===== config.mk =====
export PLATFORM = sky130hd
export DESIGN_NAME = stage_tl
export DESIGN_NICKNAME = d
export VERILOG_FILES = /design/src/rtl/stage_tl_pkg.sv /design/src/rtl/stage_tl_dtlb_cam.sv /design/src/rtl/stage_tl.sv
export SDC_FILE = /design/constraint.sdc
export NUM_CORES = 1
export LEC_CHECK = 0
export CORE_UTILIZATION = 49
export CTS_BUF_LIST = sky130_fd_sc_hd__clkbuf_4
export CTS_CLUSTER_DIAMETER = 40
export DETAILED_ROUTE_END_ITERATION = 12
export PLACE_DENSITY = 0.83
export SYNTH_ARGS = -nofsm -noshare
export SYNTH_HDL_FRONTEND = slang
export SYNTH_SLANG_ARGS = --single-unit

===== constraint.sdc =====
create_clock -name clk -period 4.4 [get_ports clk]
set_clock_uncertainty 0.2 [all_clocks]
set_input_delay 0.66 -clock clk [delete_from_list [all_inputs] [get_ports clk]]
set_output_delay 0.66 -clock clk [all_outputs]
set_load 0.02 [all_outputs]

===== src/rtl/stage_tl_pkg.sv =====
// Shared types and constants for the TL pipeline stage and its DTLB.
package stage_tl_pkg;

  localparam int PAGE_BITS = 12;
  localparam int PADDR_W   = 20;
  localparam int VPN_W     = 32 - PAGE_BITS;
  localparam int PPN_W     = PADDR_W - PAGE_BITS;

  typedef logic [31:0] word_t;
  typedef logic [31:0] vptr_t;
  typedef logic [4:0]  regid_t;
  typedef logic [1:0]  threadid_t;

  typedef enum logic [1:0] {
    TLBW_OFF  = 2'd0,
    TLBW_ITLB = 2'd1,
    TLBW_DTLB = 2'd2
  } tlbwrite_t;

  typedef struct packed {
    logic             valid;
    logic [VPN_W-1:0] vpn;
    logic [PPN_W-1:0] ppn;
  } dtlb_entry_t;

  // Virtual page number of a 32-bit address.
  function automatic logic [VPN_W-1:0] vpn_of(input word_t addr);
    return addr[31:PAGE_BITS];
  endfunction

endpackage


===== src/rtl/stage_tl_dtlb_cam.sv =====
// Fully-associative DTLB: entry array, lookup match, install slot choice
// (matching entry, else lowest free entry, else round-robin pointer).
module dtlb_cam
  import stage_tl_pkg::*;
#(
  parameter int DTLB_ENTRIES = 4
) (
  input  logic             clk,
  input  logic             rst,
  input  logic [VPN_W-1:0] vpn,
  input  logic             wr_en,
  input  logic [PPN_W-1:0] wr_ppn,
  output logic             hit,
  output logic [PPN_W-1:0] ppn
);

  localparam int IDX_W = (DTLB_ENTRIES > 1) ? $clog2(DTLB_ENTRIES) : 1;

  dtlb_entry_t      entry_r [DTLB_ENTRIES];
  logic [IDX_W-1:0] ptr_r;
  logic [IDX_W-1:0] hit_idx_s;
  logic [IDX_W-1:0] free_idx_s;
  logic [IDX_W-1:0] slot_s;
  logic             hit_s;
  logic             free_s;

  // Match the looked-up VPN and find the lowest-index free entry.
  always_comb begin
    hit_s      = 1'b0;
    hit_idx_s  = '0;
    free_s     = 1'b0;
    free_idx_s = '0;
    for (int i = 0; i < DTLB_ENTRIES; i++) begin
      if (entry_r[i].valid && (entry_r[i].vpn == vpn)) begin
        hit_s     = 1'b1;
        hit_idx_s = IDX_W'(i);
      end else begin
        hit_s     = hit_s;
      end
    end
    // Descending scan so the lowest free index is the one kept.
    for (int i = DTLB_ENTRIES - 1; i >= 0; i--) begin
      if (!entry_r[i].valid) begin
        free_s     = 1'b1;
        free_idx_s = IDX_W'(i);
      end else begin
        free_s     = free_s;
      end
    end
    if (hit_s) begin
      slot_s = hit_idx_s;
    end else if (free_s) begin
      slot_s = free_idx_s;
    end else begin
      slot_s = ptr_r;
    end
  end

  // Translation result; a miss yields a zero PPN so the output is deterministic.
  always_comb begin
    hit = hit_s;
    if (hit_s) begin
      ppn = entry_r[hit_idx_s].ppn;
    end else begin
      ppn = '0;
    end
  end

  // Install entries and advance the replacement pointer when it is consumed.
  always_ff @(posedge clk) begin
    if (rst) begin
      for (int i = 0; i < DTLB_ENTRIES; i++) begin
        entry_r[i] <= '0;
      end
      ptr_r <= '0;
    end else if (wr_en) begin
      entry_r[slot_s] <= '{valid: 1'b1, vpn: vpn, ppn: wr_ppn};
      if (!hit_s && !free_s) begin
        ptr_r <= ptr_r + IDX_W'(1);
      end
    end
  end

endmodule


===== src/rtl/stage_tl.sv =====
// TL pipeline stage: DTLB translation, DTLB install, redirect resolution and
// one registered level toward the data-cache stage with downstream stall.
// Optional hit/miss counters are built when DTLB_STATS_EN is defined.
module stage_tl
  import stage_tl_pkg::*;
#(
  parameter int DTLB_ENTRIES = 4
) (
  input  logic               clk,
  input  logic               rst,
  input  threadid_t          tl_thread,
  input  logic               tl_isvalid,
  input  logic               tl_itlb_miss,
  input  vptr_t              tl_pc,
  input  word_t              tl_data,
  input  word_t              tl_mul,
  input  word_t              tl_r2,
  input  regid_t             tl_dst,
  input  logic               tl_isequal,
  input  logic               tl_flag_mem,
  input  logic               tl_flag_store,
  input  logic               tl_flag_isbyte,
  input  logic               tl_flag_mul,
  input  logic               tl_flag_reg,
  input  logic               tl_flag_jump,
  input  logic               tl_flag_branch,
  input  logic               tl_flag_iret,
  input  tlbwrite_t          tl_flag_tlbwrite,
  input  word_t              tl_rm4,
  input  logic               supervisor,
  input  logic               dc_stall,
  output threadid_t          dc_thread,
  output logic               dc_isvalid,
  output logic               dc_itlb_miss,
  output vptr_t              dc_pc,
  output regid_t             dc_dst,
  output word_t              dc_r2,
  output word_t              dc_rm4,
  output logic               dc_flag_mem,
  output logic               dc_flag_store,
  output logic               dc_flag_isbyte,
  output logic               dc_flag_mul,
  output logic               dc_flag_reg,
  output logic               dc_flag_jump,
  output logic               dc_flag_branch,
  output logic               dc_flag_iret,
  output word_t              dc_data,
  output logic [PADDR_W-1:0] dc_paddr,
  output logic               dc_dtlb_miss,
  output logic               dc_redirect,
  output vptr_t              dc_target,
  output logic               dc_itlb_wr,
  output logic               tl_stall
`ifdef DTLB_STATS_EN
  ,
  output logic [15:0]        stat_hits,
  output logic [15:0]        stat_misses
`endif
);

  logic               cam_hit_s;
  logic [PPN_W-1:0]   cam_ppn_s;
  logic               install_s;
  logic               miss_s;
  logic               redirect_s;
  logic [PADDR_W-1:0] paddr_s;

  assign tl_stall = dc_stall;

  dtlb_cam #(.DTLB_ENTRIES(DTLB_ENTRIES)) u_dtlb (
    .clk    (clk),
    .rst    (rst),
    .vpn    (vpn_of(tl_data)),
    .wr_en  (install_s),
    .wr_ppn (tl_r2[PPN_W-1:0]),
    .hit    (cam_hit_s),
    .ppn    (cam_ppn_s)
  );

  // Translation, miss detection, install enable and redirect decision.
  always_comb begin
    install_s  = tl_isvalid && (tl_flag_tlbwrite == TLBW_DTLB) && !dc_stall;
    miss_s     = tl_isvalid && tl_flag_mem && !supervisor && !cam_hit_s && !tl_itlb_miss;
    redirect_s = tl_isvalid && !tl_itlb_miss && (tl_flag_jump || (tl_flag_branch && tl_isequal));
    if (supervisor) begin
      paddr_s = tl_data[PADDR_W-1:0];
    end else begin
      paddr_s = {cam_ppn_s, tl_data[PAGE_BITS-1:0]};
    end
  end

  // Pipeline register toward the data-cache stage; holds while stalled.
  always_ff @(posedge clk) begin
    if (rst) begin
      dc_thread      <= '0;
      dc_isvalid     <= 1'b0;
      dc_itlb_miss   <= 1'b0;
      dc_pc          <= '0;
      dc_dst         <= '0;
      dc_r2          <= '0;
      dc_rm4         <= '0;
      dc_flag_mem    <= 1'b0;
      dc_flag_store  <= 1'b0;
      dc_flag_isbyte <= 1'b0;
      dc_flag_mul    <= 1'b0;
      dc_flag_reg    <= 1'b0;
      dc_flag_jump   <= 1'b0;
      dc_flag_branch <= 1'b0;
      dc_flag_iret   <= 1'b0;
      dc_data        <= '0;
      dc_paddr       <= '0;
      dc_dtlb_miss   <= 1'b0;
      dc_redirect    <= 1'b0;
      dc_target      <= '0;
      dc_itlb_wr     <= 1'b0;
    end else if (!dc_stall) begin
      dc_thread      <= tl_thread;
      dc_isvalid     <= tl_isvalid;
      dc_itlb_miss   <= tl_itlb_miss;
      dc_pc          <= tl_pc;
      dc_dst         <= tl_dst;
      dc_r2          <= tl_r2;
      dc_rm4         <= tl_rm4;
      dc_flag_mem    <= tl_flag_mem;
      dc_flag_store  <= tl_flag_store && !miss_s;
      dc_flag_isbyte <= tl_flag_isbyte;
      dc_flag_mul    <= tl_flag_mul;
      dc_flag_reg    <= tl_flag_reg && !miss_s;
      dc_flag_jump   <= tl_flag_jump;
      dc_flag_branch <= tl_flag_branch;
      dc_flag_iret   <= tl_flag_iret;
      dc_data        <= tl_flag_mul ? tl_mul : tl_data;
      dc_paddr       <= paddr_s;
      dc_dtlb_miss   <= miss_s;
      dc_redirect    <= redirect_s;
      dc_target      <= tl_data;
      dc_itlb_wr     <= tl_isvalid && (tl_flag_tlbwrite == TLBW_ITLB);
    end
  end

`ifdef DTLB_STATS_EN
  // Saturating hit/miss counters over non-stalled valid user-mode accesses.
  always_ff @(posedge clk) begin
    if (rst) begin
      stat_hits   <= 16'd0;
      stat_misses <= 16'd0;
    end else if (tl_isvalid && tl_flag_mem && !supervisor && !dc_stall) begin
      if (cam_hit_s && (stat_hits != 16'hFFFF)) begin
        stat_hits <= stat_hits + 16'd1;
      end
      if (miss_s && (stat_misses != 16'hFFFF)) begin
        stat_misses <= stat_misses + 16'd1;
      end
    end
  end
`endif

endmodule


# [After elaboration in Yosys (flattened, before gate mapping)]
# Memory sizes are Yosys's and may differ from the RTL's.
# Index checks and enable logic that the tools add are counted.
# Widths: inputs -> output; s select.
[word_totals] reg_bits=202 mem_bits_rw=116 word_cells=84 n_memories=1
[mem_list] name="u_dtlb.entry_r" depth=4 word_bits=29 read_ports=5 rd_clocked_by_memory_dff=0 wr=4 line="stage_tl_dtlb_cam.sv:19" rtl="dtlb_entry_t entry_r [DTLB_ENTRIES];"
[op_classes] addsub=1 n_eq_ne=6 mux=28 n_reduce_logical=26
[op_table] op="$eq 20x20->1" count=4
[op_table] op="$mux 32" count=1
[op_table] op="$mux 29" count=1
[op_table] op="$reduce_or 29->1" count=1
[op_table] op="$mux 20" count=1
[op_table] op="$mux 2" count=9
[op_table] op="$logic_and 1x1->1" count=17
[op_table] op="$mux 1" count=15
[op_table] op="$mux 8" count=1
[op_table] op="$logic_not 1->1" count=6
[op_table] op="$add 2x1->2 const B" count=1
[op_table] op="$eq 2x1->1 const B" count=1
[op_table] op="$eq 2x2->1 const B" count=1
[op_table] op="$reduce_and 2->1" count=1
[op_table] op="$logic_or 1x1->1" count=1

# [Longest topological paths before layout]
# Gate-level depths: netlist of run 1.
# An unclocked memory read counts as a cell.
[logic_depth] depth_word=12 ltp_mapped=10

# [By module]
# Synthesis of run 1 repeated with hierarchy kept, for this count alone.
[hier_totals] hier_cells=1129 hier_area_um2=12972.4
[modules_own_cells] module="stage_tl" n_inst=1 cells_per_inst=677 area_each_um2=7184.4 seq_area_each_um2=3763.6
[modules_own_cells] module="dtlb_cam" n_inst=1 cells_per_inst=452 area_each_um2=5788.1 seq_area_each_um2=3523.4

# [Worst setup path after synthesis of run 1]
# Ideal clock, no wire load.
[synth_path] path_type="input -> register" from="input tl_data[13]" to="memory u_dtlb.entry_r[0][0] (netlist bit) (enable)" setup_ns=0.387 t_arrival_ns=3.060 setup_slack_ns=0.753 stages=9 cell_sequence="buf_2 > xor2_1 > nor4_1 > nand4_1 > o211ai_2 > o211ai_2 > and4bb_2 > buf_4 > or2_1"
[synth_rtl] item="from (decl)" line="stage_tl.sv:15" rtl="input word_t tl_data,"
[synth_rtl] item="to (decl)" line="stage_tl_dtlb_cam.sv:19"

==> results.sh, run 1 <==
export IMPL_ys_seq_area_frac=0.5705
export IMPL_holdPathEnd="dc_data[13]"
export IMPL_multi_input_area_sq_um=4922
export IMPL_min_path_cells=2
export IMPL_antenna_found_initial=4
export IMPL_finalCriticalPeriod_ns=3.474
export IMPL_swShare=0.2557
export IMPL_seqPwrFrac=0.477
export IMPL_initial_core_util=0.5029
export IMPL_design_die_area_sq_um=26720
export IMPL_power_internal_mw=4.922
export IMPL_overflow=0
export IMPL_core_area_sq_um=25400
export IMPL_dp_final_hpwl_um=26600
export IMPL_r2r_cells=8
export IMPL_drt_total_wl_um=36730
export IMPL_remaining_drc_errors=0
export IMPL_register_area_sq_um=7287
export IMPL_fmax_ghz=0.2878
export IMPL_path_cells="clkdlybuf4s50_1 > xor2_1 > nor4_1 > and3_1 > nand2_1 > nand3_1 > and4bb_2 > or2_1 > buf_12"
export IMPL_final_period_utilization=0.7896
export IMPL_cts_hold_buf=0
export IMPL_io_buffers=384
export IMPL_crit_required_ns=4.56
export IMPL_worstMarginPinSlew_ns=1.099
export IMPL_ant_nets=0
export IMPL_r2r_slack_ns=1.29
export IMPL_largest_register_ffs=116
export IMPL_regMostFlops="u_dtlb.entry_r"
export IMPL_yosysUniqueCellTypes=41
export IMPL_drt_vias_per_instance=5.160
export IMPL_drt_iter0_drc=867
export IMPL_rsz0062_at_grt="no"
export IMPL_clk_latency_ns=0.69
export IMPL_grt_pass1_wl_um=54140
export IMPL_cts_max_level=3
export IMPL_holdWs_ns=0.08168
export IMPL_clk_pin_slew_ns=0.06
export IMPL_max_slew_margin_rel=0.2672
export IMPL_drv_cap=0
export IMPL_root_buffer="clkbuf_4"
export IMPL_cpPeakStageDelay_ns=0.66
export IMPL_worstHoldPathType="primary input to register"
export IMPL_p_per_area_nw_per_um2=370.7
export IMPL_syn_area_sq_um=12770
export IMPL_slew_violations=0
export IMPL_final_hold_violation_count=0
export IMPL_die_h_um=163.5
export IMPL_cts_num_sinks=306
export IMPL_r2r_start="u_dtlb.entry_r[1][22]"
export IMPL_fill_cells=1848
export IMPL_worstPathMaxFanout=21
export IMPL_leakage_nw=7.366
export IMPL_io_pins=385
export IMPL_final_setup_viol_count=0
export IMPL_p_sw_mw=1.691
export IMPL_first_pass_iters=5
export IMPL_final_cell_mix="clkdlybuf4s50_1, nor2_1, dfxtp_1, mux2i_1, clkbuf_4"
export IMPL_drive_above_1_share=0.1046
export IMPL_hold_start="rst"
export IMPL_clkPwrFrac=0.379
export IMPL_arrival_ns=3.63
export IMPL_criticalPathCategory="primary input to register"
export IMPL_die_w_um=163.5
export IMPL_combPwrFrac=0.144
export IMPL_postSynthAreaPerCell_sq_um=10.96
export IMPL_fin_setup_tns_ns=0
export IMPL_clock_path_buffers=3
export IMPL_layout_commonest_cell="clkdlybuf4s50_1"
export IMPL_postCtsSetupBuffers=0
export IMPL_grt_total_usage=0.2655
export IMPL_cts_buffers=80
export IMPL_ir_worst_vdd_v=0.0002338
export IMPL_slowest_stage="clkdlybuf4s50_1"
export IMPL_synthesis_nets=1349
export IMPL_placementRows=58
export IMPL_finalPower_mw=6.612
export IMPL_cts_tree="done"
export IMPL_routedWlPerCell_um=18.84
export IMPL_vias=10060
export IMPL_place_gp_congestion=0.8795
export IMPL_grt_pass1_vias=9660
export IMPL_r2r_end="u_dtlb.entry_r[0][13]"
export IMPL_crit_path_start_kind="primary input"
export IMPL_yosys_warnings=0
export IMPL_layout_nets=1739
export IMPL_ys_ff_latch=306
export IMPL_area_delta_synth_final_pct=39.65
export IMPL_netlist_instances=1165
export IMPL_status="complete, no violations"
export IMPL_cts_resized=0
export IMPL_grt_max_degree=101
export IMPL_crit_path_end_kind="register"
[worst max-delay path: cells and delay by family]
family | cells | cell delay (ns)
AND/OR/NAND/NOR | 6 | 1.79
buffers and inverters | 2 | 0.90
XOR/XNOR | 1 | 0.27
[layout make-up]
cell class,count,share of cell area
tap,330,0.02315
multi-input combinational,737,0.2759
clock inverter,15,0.005611
inverter,20,0.004208
sequential,306,0.4085
timing repair buffer,410,0.2286
clock buffer,127,0.05345
antenna,4,0.0005611
[cells by family after synthesis]
kind of cell    share of synthesized area
simple gates                       0.1517
xor+xnor                          0.05485
buf+inv                           0.04418
flops                              0.5705
mux                                0.1301
compound gates                    0.04868
[cell usage after synthesis]
library cell	n	share of area
and3_1	1	0.00049
o211ai_1	1	0.00059
nand3_1	6	0.0024
or4_1	1	0.00059
buf_1	17	0.0050
buf_2	25	0.0098
a32oi_1	1	0.00069
o21ai_0	4	0.0016
mux2i_1	166	0.13
and4_1	2	0.0014
or4bb_1	1	0.00088
or3_1	3	0.0015
nor4b_1	1	0.00069
edfxtp_1	116	0.27
nor2_1	222	0.065
or2_1	3	0.0015
o2111a_1	8	0.0071
a21oi_1	48	0.019
o221ai_1	8	0.0055
and4bb_2	1	0.00098
inv_1	20	0.0059
xnor2_1	34	0.023
a211o_1	8	0.0055
a211oi_2	1	0.00098
a41o_1	1	0.00078
nand4_1	10	0.0049
or2_2	2	0.00098
buf_4	18	0.011
nor4_1	12	0.0059
a22oi_1	8	0.0047
buf_6	1	0.00088
o31ai_1	1	0.00059
dfxtp_1	190	0.30
xor2_1	46	0.032
nand2_1	8	0.0024
clkbuf_1	41	0.012
and2_1	112	0.055
nor2b_1	11	0.0054
nor3_1	3	0.0012
o211ai_2	2	0.0020
and2_4	1	0.00069
[per-layer routing]
metal / vias to the layer above / part of all wire / global-route usage / wire length (um)
li1: 4784 / - / - / -
met1: 4783 / 0.41 / 0.3297 / 15210
met2: 428 / 0.48 / 0.4343 / 17730
met3: 62 / 0.075 / 0.07390 / 2758
met4: 0 / 0.028 / 0.1082 / 1031
met5: - / 0 / 0 / 0
[worst max-delay path by stage]
| stage | start | slack (ns) | end |
|---|---|---|---|
| global placement | tl_data[14] | 0.36 | u_dtlb.entry_r[0][26] |
| CTS | tl_data[14] | 0.99 | u_dtlb.entry_r[0][22] |
| global route | tl_data[17] | 0.78 | u_dtlb.entry_r[0][22] |
| floorplan | tl_data[13] | 0.75 | u_dtlb.entry_r[0][0] |
| detailed placement | tl_data[29] | 0.32 | u_dtlb.entry_r[0][13] |
| finish | tl_data[28] | 0.93 | u_dtlb.entry_r[0][13] |
[power groups by stage]
stage	registers [mW]	logic (mW)	clock network, mW
after floorplan	3.32	0.353	0
after global placement	3.20	0.935	0
after detailed placement	3.21	0.949	0
after CTS	3.15	0.956	2.56
after global routing	3.16	1.01	2.71
final	3.15	0.953	2.51
[metrics by stage]
stage	cell area (sq um)	cells	util	worst slack, ns
3_3_place_gp	16770	1803	0.6604	0.3576
3_5_place_dp	16770	1803	0.6604	0.3155
2_1_floorplan	12770	1165	-	0.7532
6_report	17840	1949	0.7023	0.9257
4_1_cts	17830	1945	0.7019	0.9925
5_1_grt	17840	1949	0.7023	0.7790
No activity file was read; power rests on OpenSTA's default activity.
==> run 2: changes to the inputs <==
--- a/config.mk
+++ b/config.mk
@@ -5,11 +5,11 @@
 export SDC_FILE = /design/constraint.sdc
 export NUM_CORES = 1
 export LEC_CHECK = 0
-export CORE_UTILIZATION = 49
+export CORE_UTILIZATION = 44
 export CTS_BUF_LIST = sky130_fd_sc_hd__clkbuf_4
 export CTS_CLUSTER_DIAMETER = 40
 export DETAILED_ROUTE_END_ITERATION = 12
-export PLACE_DENSITY = 0.83
+export PLACE_DENSITY = 0.79
 export SYNTH_ARGS = -nofsm -noshare
 export SYNTH_HDL_FRONTEND = slang
 export SYNTH_SLANG_ARGS = --single-unit
==> constraint.sdc (replaced) <==
create_clock -name clk -period 3.15 [get_ports clk]
set_clock_uncertainty 0.2 [all_clocks]
set_input_delay 0.4725 -clock clk [delete_from_list [all_inputs] [get_ports clk]]
set_output_delay 0.4725 -clock clk [all_outputs]
set_load 0.02 [all_outputs]
==> run 2 against run 1 <==
Sequential share of layout area decreased by 1.3 points. Highest routed layer is now met5. Power increased by 43%. Sequential cell count unchanged. Final cell count increased by 5.5%. Cell area increased by 3.2%. Global-route usage decreased by 2.1 points. Critical path depth decreased by 1.
==> results.sh, run 2 (synthesis gave the netlist of run 1 again) <==
export IMPL_drt_total_wl_um=38340
export IMPL_clkPwrFrac=0.386
export IMPL_combPwrFrac=0.148
export IMPL_max_slew_margin_rel=0.2202
export IMPL_r2r_slack_ns=0.14
export IMPL_final_period_utilization=0.9559
export IMPL_r2r_end="u_dtlb.entry_r[1][26]"
export IMPL_drive_above_1_share=0.1359
export IMPL_seqPwrFrac=0.466
export IMPL_place_gp_congestion=0.9317
export IMPL_leakage_nw=7.657
export IMPL_vias=10280
export IMPL_antenna_found_initial=4
export IMPL_cpPeakStageDelay_ns=0.46
export IMPL_layout_commonest_cell="clkdlybuf4s50_1"
export IMPL_design_die_area_sq_um=29720
export IMPL_io_pins=385
export IMPL_fill_cells=2167
export IMPL_finalPower_mw=9.434
export IMPL_die_w_um=172.4
export IMPL_holdPathEnd="dc_paddr[14]"
export IMPL_holdWs_ns=0.09046
export IMPL_io_buffers=384
export IMPL_min_path_cells=4
export IMPL_core_area_sq_um=28630
export IMPL_hold_start="dc_stall"
export IMPL_overflow=0
export IMPL_drv_cap=0
export IMPL_swShare=0.2582
export IMPL_routedWlPerCell_um=18.64
export IMPL_cp_common_cell="nand4_1"
export IMPL_slowest_stage="nor4_1"
export IMPL_clk_pin_slew_ns=0.06
export IMPL_remaining_drc_errors=0
export IMPL_slew_violations=0
export IMPL_ir_worst_vdd_v=0.0003358
export IMPL_r2r_cells=8
export IMPL_crit_path_start_kind="register"
export IMPL_worstMarginPinSlew_ns=1.161
export IMPL_r2r_start="u_dtlb.entry_r[3][15]"
export IMPL_crit_required_ns=3.34
export IMPL_drt_iter0_drc=784
export IMPL_crit_path_end_kind="register"
export IMPL_fmax_ghz=0.3321
export IMPL_worstPathMaxFanout=21
export IMPL_initial_core_util=0.4462
export IMPL_first_pass_iters=5
export IMPL_cts_num_sinks=306
export IMPL_p_per_area_nw_per_um2=512.6
export IMPL_grt_pass1_vias=9925
export IMPL_path_cells="xnor2_1 > nand4_1 > nor4_1 > nand4_1 > and2_4 > and4_1 > or2_2 > buf_12"
export IMPL_clk_latency_ns=0.70
export IMPL_dp_final_hpwl_um=27120
export IMPL_cts_buffers=82
export IMPL_rsz0062_at_grt="no"
export IMPL_root_buffer="clkbuf_4"
export IMPL_grt_max_degree=191
export IMPL_finalCriticalPeriod_ns=3.011
export IMPL_grt_total_usage=0.2445
export IMPL_power_internal_mw=6.997
export IMPL_placementRows=62
export IMPL_cp_top_family="simple AND/OR/NAND/NOR gates"
export IMPL_cts_tree="done"
export IMPL_arrival_ns=3.21
export IMPL_worstHoldPathType="primary input to register"
export IMPL_crit_buf_inv=1
export IMPL_final_setup_viol_count=0
export IMPL_criticalPathCategory="register to register"
export IMPL_final_cell_mix="clkdlybuf4s50_1, nor2_1, dfxtp_1, mux2i_1, clkbuf_4"
export IMPL_ant_nets=0
export IMPL_cts_max_level=3
export IMPL_regMostFlops="u_dtlb.entry_r"
export IMPL_grt_pass1_wl_um=54950
export IMPL_die_h_um=172.4
export IMPL_drt_vias_per_instance=4.999
export IMPL_status="complete, no violations"
export IMPL_largest_register_ffs=116
export IMPL_clock_path_buffers=3
export IMPL_final_hold_violation_count=0
export IMPL_layout_nets=1791
export IMPL_area_delta_synth_final_pct=44.07
export IMPL_p_sw_mw=2.436
-- run 2: cell count changes in the layout (fill, tap and decap cells not counted) --
cell,delta
buf_12,+5
or2_4,+3
nor4_2,+1
inv_2,-1
clkinv_2,+1
buf_4,+42
a41o_1,-1
nor4_1,-1
dlygate4sd3_1,+2
a41o_2,+1
clkbuf_4,+6
or2_1,-2
clkinv_1,-1
diode_2,-1
-- run 2: final cells by class --
| class | count | area (sq um) | share of cell area |
|---|---|---|---|
| antenna | 3 | 7.507 | 0.0004079 |
| clock buffer | 133 | 998.5 | 0.05426 |
| clock inverter | 14 | 97.59 | 0.005303 |
| inverter | 20 | 75.07 | 0.004079 |
| multi-input combinational | 738 | 4943 | 0.2686 |
| sequential | 306 | 7287 | 0.3960 |
| tap | 384 | 480.5 | 0.02611 |
| timing repair buffer | 459 | 4513 | 0.2452 |
-- run 2: how the worst max path moves through the flow --
stage / cells after the start / slack [ns] / from / to
after floorplan: 9 / 0.05 / tl_data[13] / u_dtlb.entry_r[1][0]
after global placement: 9 / -0.51 / tl_data[24] / u_dtlb.entry_r[0][23]
after detailed placement: 9 / -0.58 / tl_data[24] / u_dtlb.entry_r[0][16]
after CTS: 8 / 0.0007 / u_dtlb.entry_r[2][20] / u_dtlb.entry_r[0][16]
after global routing: 10 / 0.01 / u_dtlb.entry_r[2][20] / u_dtlb.entry_r[1][20]
final: 8 / 0.14 / u_dtlb.entry_r[3][15] / u_dtlb.entry_r[1][26]
-- run 2: routing by layer --
layer,GRT usage,vias up,share of wire
met5,0,-,0.00034
met4,0.1100,2,0.029
met3,0.07141,74,0.086
met2,0.4111,436,0.49
met1,0.2880,4893,0.40
li1,-,4878,-
-- run 2: tightest hold or removal path, delay by kind of cell --
kind	cells	cell delay (ns)
compound gates	2	0.22
simple gates	1	0.11
buf+inv	1	0.12
-- run 2: through the flow --
stage	TNS [ns]	util	cell area [sq um]	std cells	worst slack [ns]
2_1_floorplan	0	-	12780	1165	0.05447
3_5_place_dp	-88.76	0.6029	17260	1903	-0.5811
5_1_grt	0	0.6429	18400	2057	0.01079
3_3_place_gp	-80.87	0.6029	17260	1903	-0.5129
4_1_cts	0	0.6418	18370	2052	0.0006790
6_report	0	0.6429	18400	2057	0.1388
-- run 2: power by group through the flow --
stage                     Clock (mW)  Combinational [mW]  Sequential [mW]
after floorplan                    0               0.494             4.64
after global placement             0                1.37             4.47
after detailed placement           0                1.38             4.48
after CTS                       3.72                1.40             4.40
after global routing            3.94                1.48             4.42
final                           3.64                1.40             4.40
-- run 2: what timing repair did --
item,in CTS,in global routing
endpoints found under the setup margin,0,140
hold buffers,2,0
hold endpoints to repair,8,0
setup buffers,0,1
gates resized for setup,0,2
==> run 3: changes to the inputs <==
--- a/config.mk
+++ b/config.mk
@@ -8,8 +8,9 @@
 export CORE_UTILIZATION = 44
 export CTS_BUF_LIST = sky130_fd_sc_hd__clkbuf_4
 export CTS_CLUSTER_DIAMETER = 40
+export CTS_CLUSTER_SIZE = 24
 export DETAILED_ROUTE_END_ITERATION = 12
-export PLACE_DENSITY = 0.79
+export PLACE_DENSITY_LB_ADDON = 0.25
 export SYNTH_ARGS = -nofsm -noshare
 export SYNTH_HDL_FRONTEND = slang
 export SYNTH_SLANG_ARGS = --single-unit
==> run 3 against run 2 <==
Largest power group unchanged. Final cell count down 3.5%. Die area unchanged. Critical endpoint is now u_dtlb.entry_r[1][15]. Critical path type is now primary input to register. Power down 8.5%. Clock power down 22%. Core utilization down 1.2 points. Sequential power about the same. Hold slack better by 0.056 ns.
==> results.sh, run 3 (synthesis gave the netlist of run 1 again) <==
export IMPL_status="complete, no violations"
export IMPL_p_per_area_nw_per_um2=478.2
export IMPL_drt_vias_per_instance=4.946
export IMPL_r2r_cells=9
export IMPL_initial_core_util=0.4462
export IMPL_drv_cap=0
export IMPL_crit_required_ns=3.37
export IMPL_cts_tree="done"
export IMPL_grt_total_usage=0.2401
export IMPL_final_setup_viol_count=0
export IMPL_r2r_slack_ns=0.27
export IMPL_drt_iter0_drc=617
export IMPL_max_slew_margin_rel=0.1691
export IMPL_leakage_nw=7.405
export IMPL_area_delta_synth_final_pct=41.37
export IMPL_fin_setup_tns_ns=0
export IMPL_crit_start="tl_data[31]"
export IMPL_dp_final_hpwl_um=26940
export IMPL_overflow=0
export IMPL_drive_above_1_share=0.1012
export IMPL_vias=9818
export IMPL_ir_worst_vdd_v=0.0004186
export IMPL_r2r_end="u_dtlb.entry_r[1][15]"
export IMPL_cts_max_level=2
export IMPL_worstMarginPinSlew_ns=1.237
export IMPL_multi_input_area_sq_um=4935
export IMPL_slew_violations=0
export IMPL_final_cell_mix="clkdlybuf4s50_1, nor2_1, dfxtp_1, mux2i_1, edfxtp_1"
export IMPL_grt_pass1_vias=9395
export IMPL_largest_register_ffs=116
export IMPL_r2r_start="u_dtlb.entry_r[3][8]"
export IMPL_crit_path_start_kind="primary input"
export IMPL_drt_total_wl_um=37270
export IMPL_die_w_um=172.4
export IMPL_diodes=0
export IMPL_placementRows=62
export IMPL_register_area_sq_um=7287
export IMPL_crit_path_end_kind="register"
export IMPL_design_die_area_sq_um=29720
export IMPL_ant_nets=0
export IMPL_final_period_utilization=0.9409
export IMPL_grt_max_degree=149
export IMPL_design_area_sq_um=18060
export IMPL_core_area_sq_um=28630
export IMPL_rsz0062_at_grt="no"
export IMPL_routedWlPerCell_um=18.77
export IMPL_criticalPathCategory="primary input to register"
export IMPL_worstPathMaxFanout=17
export IMPL_io_pins=385
export IMPL_io_buffers=384
export IMPL_regMostFlops="u_dtlb.entry_r"
export IMPL_dpl_cell_area_sq_um=17310
export IMPL_layout_commonest_cell="clkdlybuf4s50_1"
export IMPL_fmax_ghz=0.3374
export IMPL_layout_nets=1750
export IMPL_antenna_found_initial=0
export IMPL_cts_num_sinks=306
export IMPL_first_pass_iters=5
export IMPL_cts_buffers=43
export IMPL_die_h_um=172.4
export IMPL_worstHoldPathType="primary input to register"
export IMPL_postCtsSetupBuffers=0
export IMPL_grt_pass1_wl_um=54100
export IMPL_endpoint="u_dtlb.entry_r[1][15]"
export IMPL_clock_path_buffers=3
export IMPL_clk_pin_slew_ns=0.15
export IMPL_fill_cells=2310
export IMPL_finalCriticalPeriod_ns=2.964
export IMPL_final_hold_violation_count=0
export IMPL_root_buffer="clkbuf_4"
export IMPL_clk_latency_ns=0.70
export IMPL_remaining_drc_errors=0
export IMPL_arrival_ns=3.18
export IMPL_place_gp_congestion=0.8570
[run 3: per-layer routing]
metal / track usage / share of wire
met1: 0.3019 / 0.41
met2: 0.4116 / 0.49
met3: 0.05814 / 0.079
met4: 0.06041 / 0.020
met5: 0 / 0
[run 3: final cells by class]
| class | count | share of cell area |
|---|---|---|
| flip-flops and latches | 306 | 0.4035 |
| multi-input cells | 737 | 0.2733 |
| repair buffers | 458 | 0.2531 |
| well taps | 384 | 0.02661 |
| clock inverters | 33 | 0.01975 |
| clock buffers | 47 | 0.01954 |
| inverters | 20 | 0.004157 |
[run 3: repair_timing]
item                                   in CTS  in global routing
hold buffers                                3                  0
gates resized for setup                     0                  1
setup endpoints to repair                   0                  1
endpoints found under the hold margin      13                  0
[run 3: report_power, final]
group | internal, mW | switching (mW) | total [mW]
sequential | 4.29 | 0.101 | 4.39
clock | 1.24 | 1.61 | 2.85
combinational | 0.719 | 0.678 | 1.40
total | 6.25 | 2.38 | 8.64
[run 3: through the flow]
| stage | std cells | power (mW) | setup WS (ns) | utilization | hold WS [ns] |
|---|---|---|---|---|---|
| 6_report | 1985 | 8.635 | 0.1861 | 0.6308 | 0.1461 |
| 5_1_grt | 1985 | 8.994 | 0.09663 | 0.6308 | 0.1074 |
| 4_1_cts | 1985 | 8.733 | 0.09556 | 0.6306 | 0.09201 |
| 3_5_place_dp | 1902 | 5.875 | -0.6207 | 0.6048 | 0.2397 |
| 3_3_place_gp | 1902 | 5.855 | -0.5192 | 0.6048 | 0.2405 |
| 2_1_floorplan | 1165 | 5.130 | 0.05447 | - | 0.2283 |
[run 3: worst min-delay path by stage]
stage	from	endpoint	slack, ns	depth (start not counted)
6_report	tl_rm4[23]	dc_rm4[23]	0.15	3
3_5_place_dp	u_dtlb.entry_r[0][2]	dc_paddr[14]	0.24	1
2_1_floorplan	u_dtlb.entry_r[0][6]	dc_paddr[18]	0.23	1
5_1_grt	tl_thread[1]	dc_thread[1]	0.11	3
3_3_place_gp	u_dtlb.entry_r[0][2]	dc_paddr[14]	0.24	1
4_1_cts	tl_rm4[23]	dc_rm4[23]	0.09	3
[run 3: worst max-delay path, stage by stage]
cell	delay [ns]
clkdlybuf4s50_1	0.52
buf_4	0.21
xor2_1	0.20
nor4_2	0.34
nand4_1	0.23
o211ai_1	0.30
o211ai_2	0.14
and4_1	0.24
or2_2	0.34
buf_12	0.18
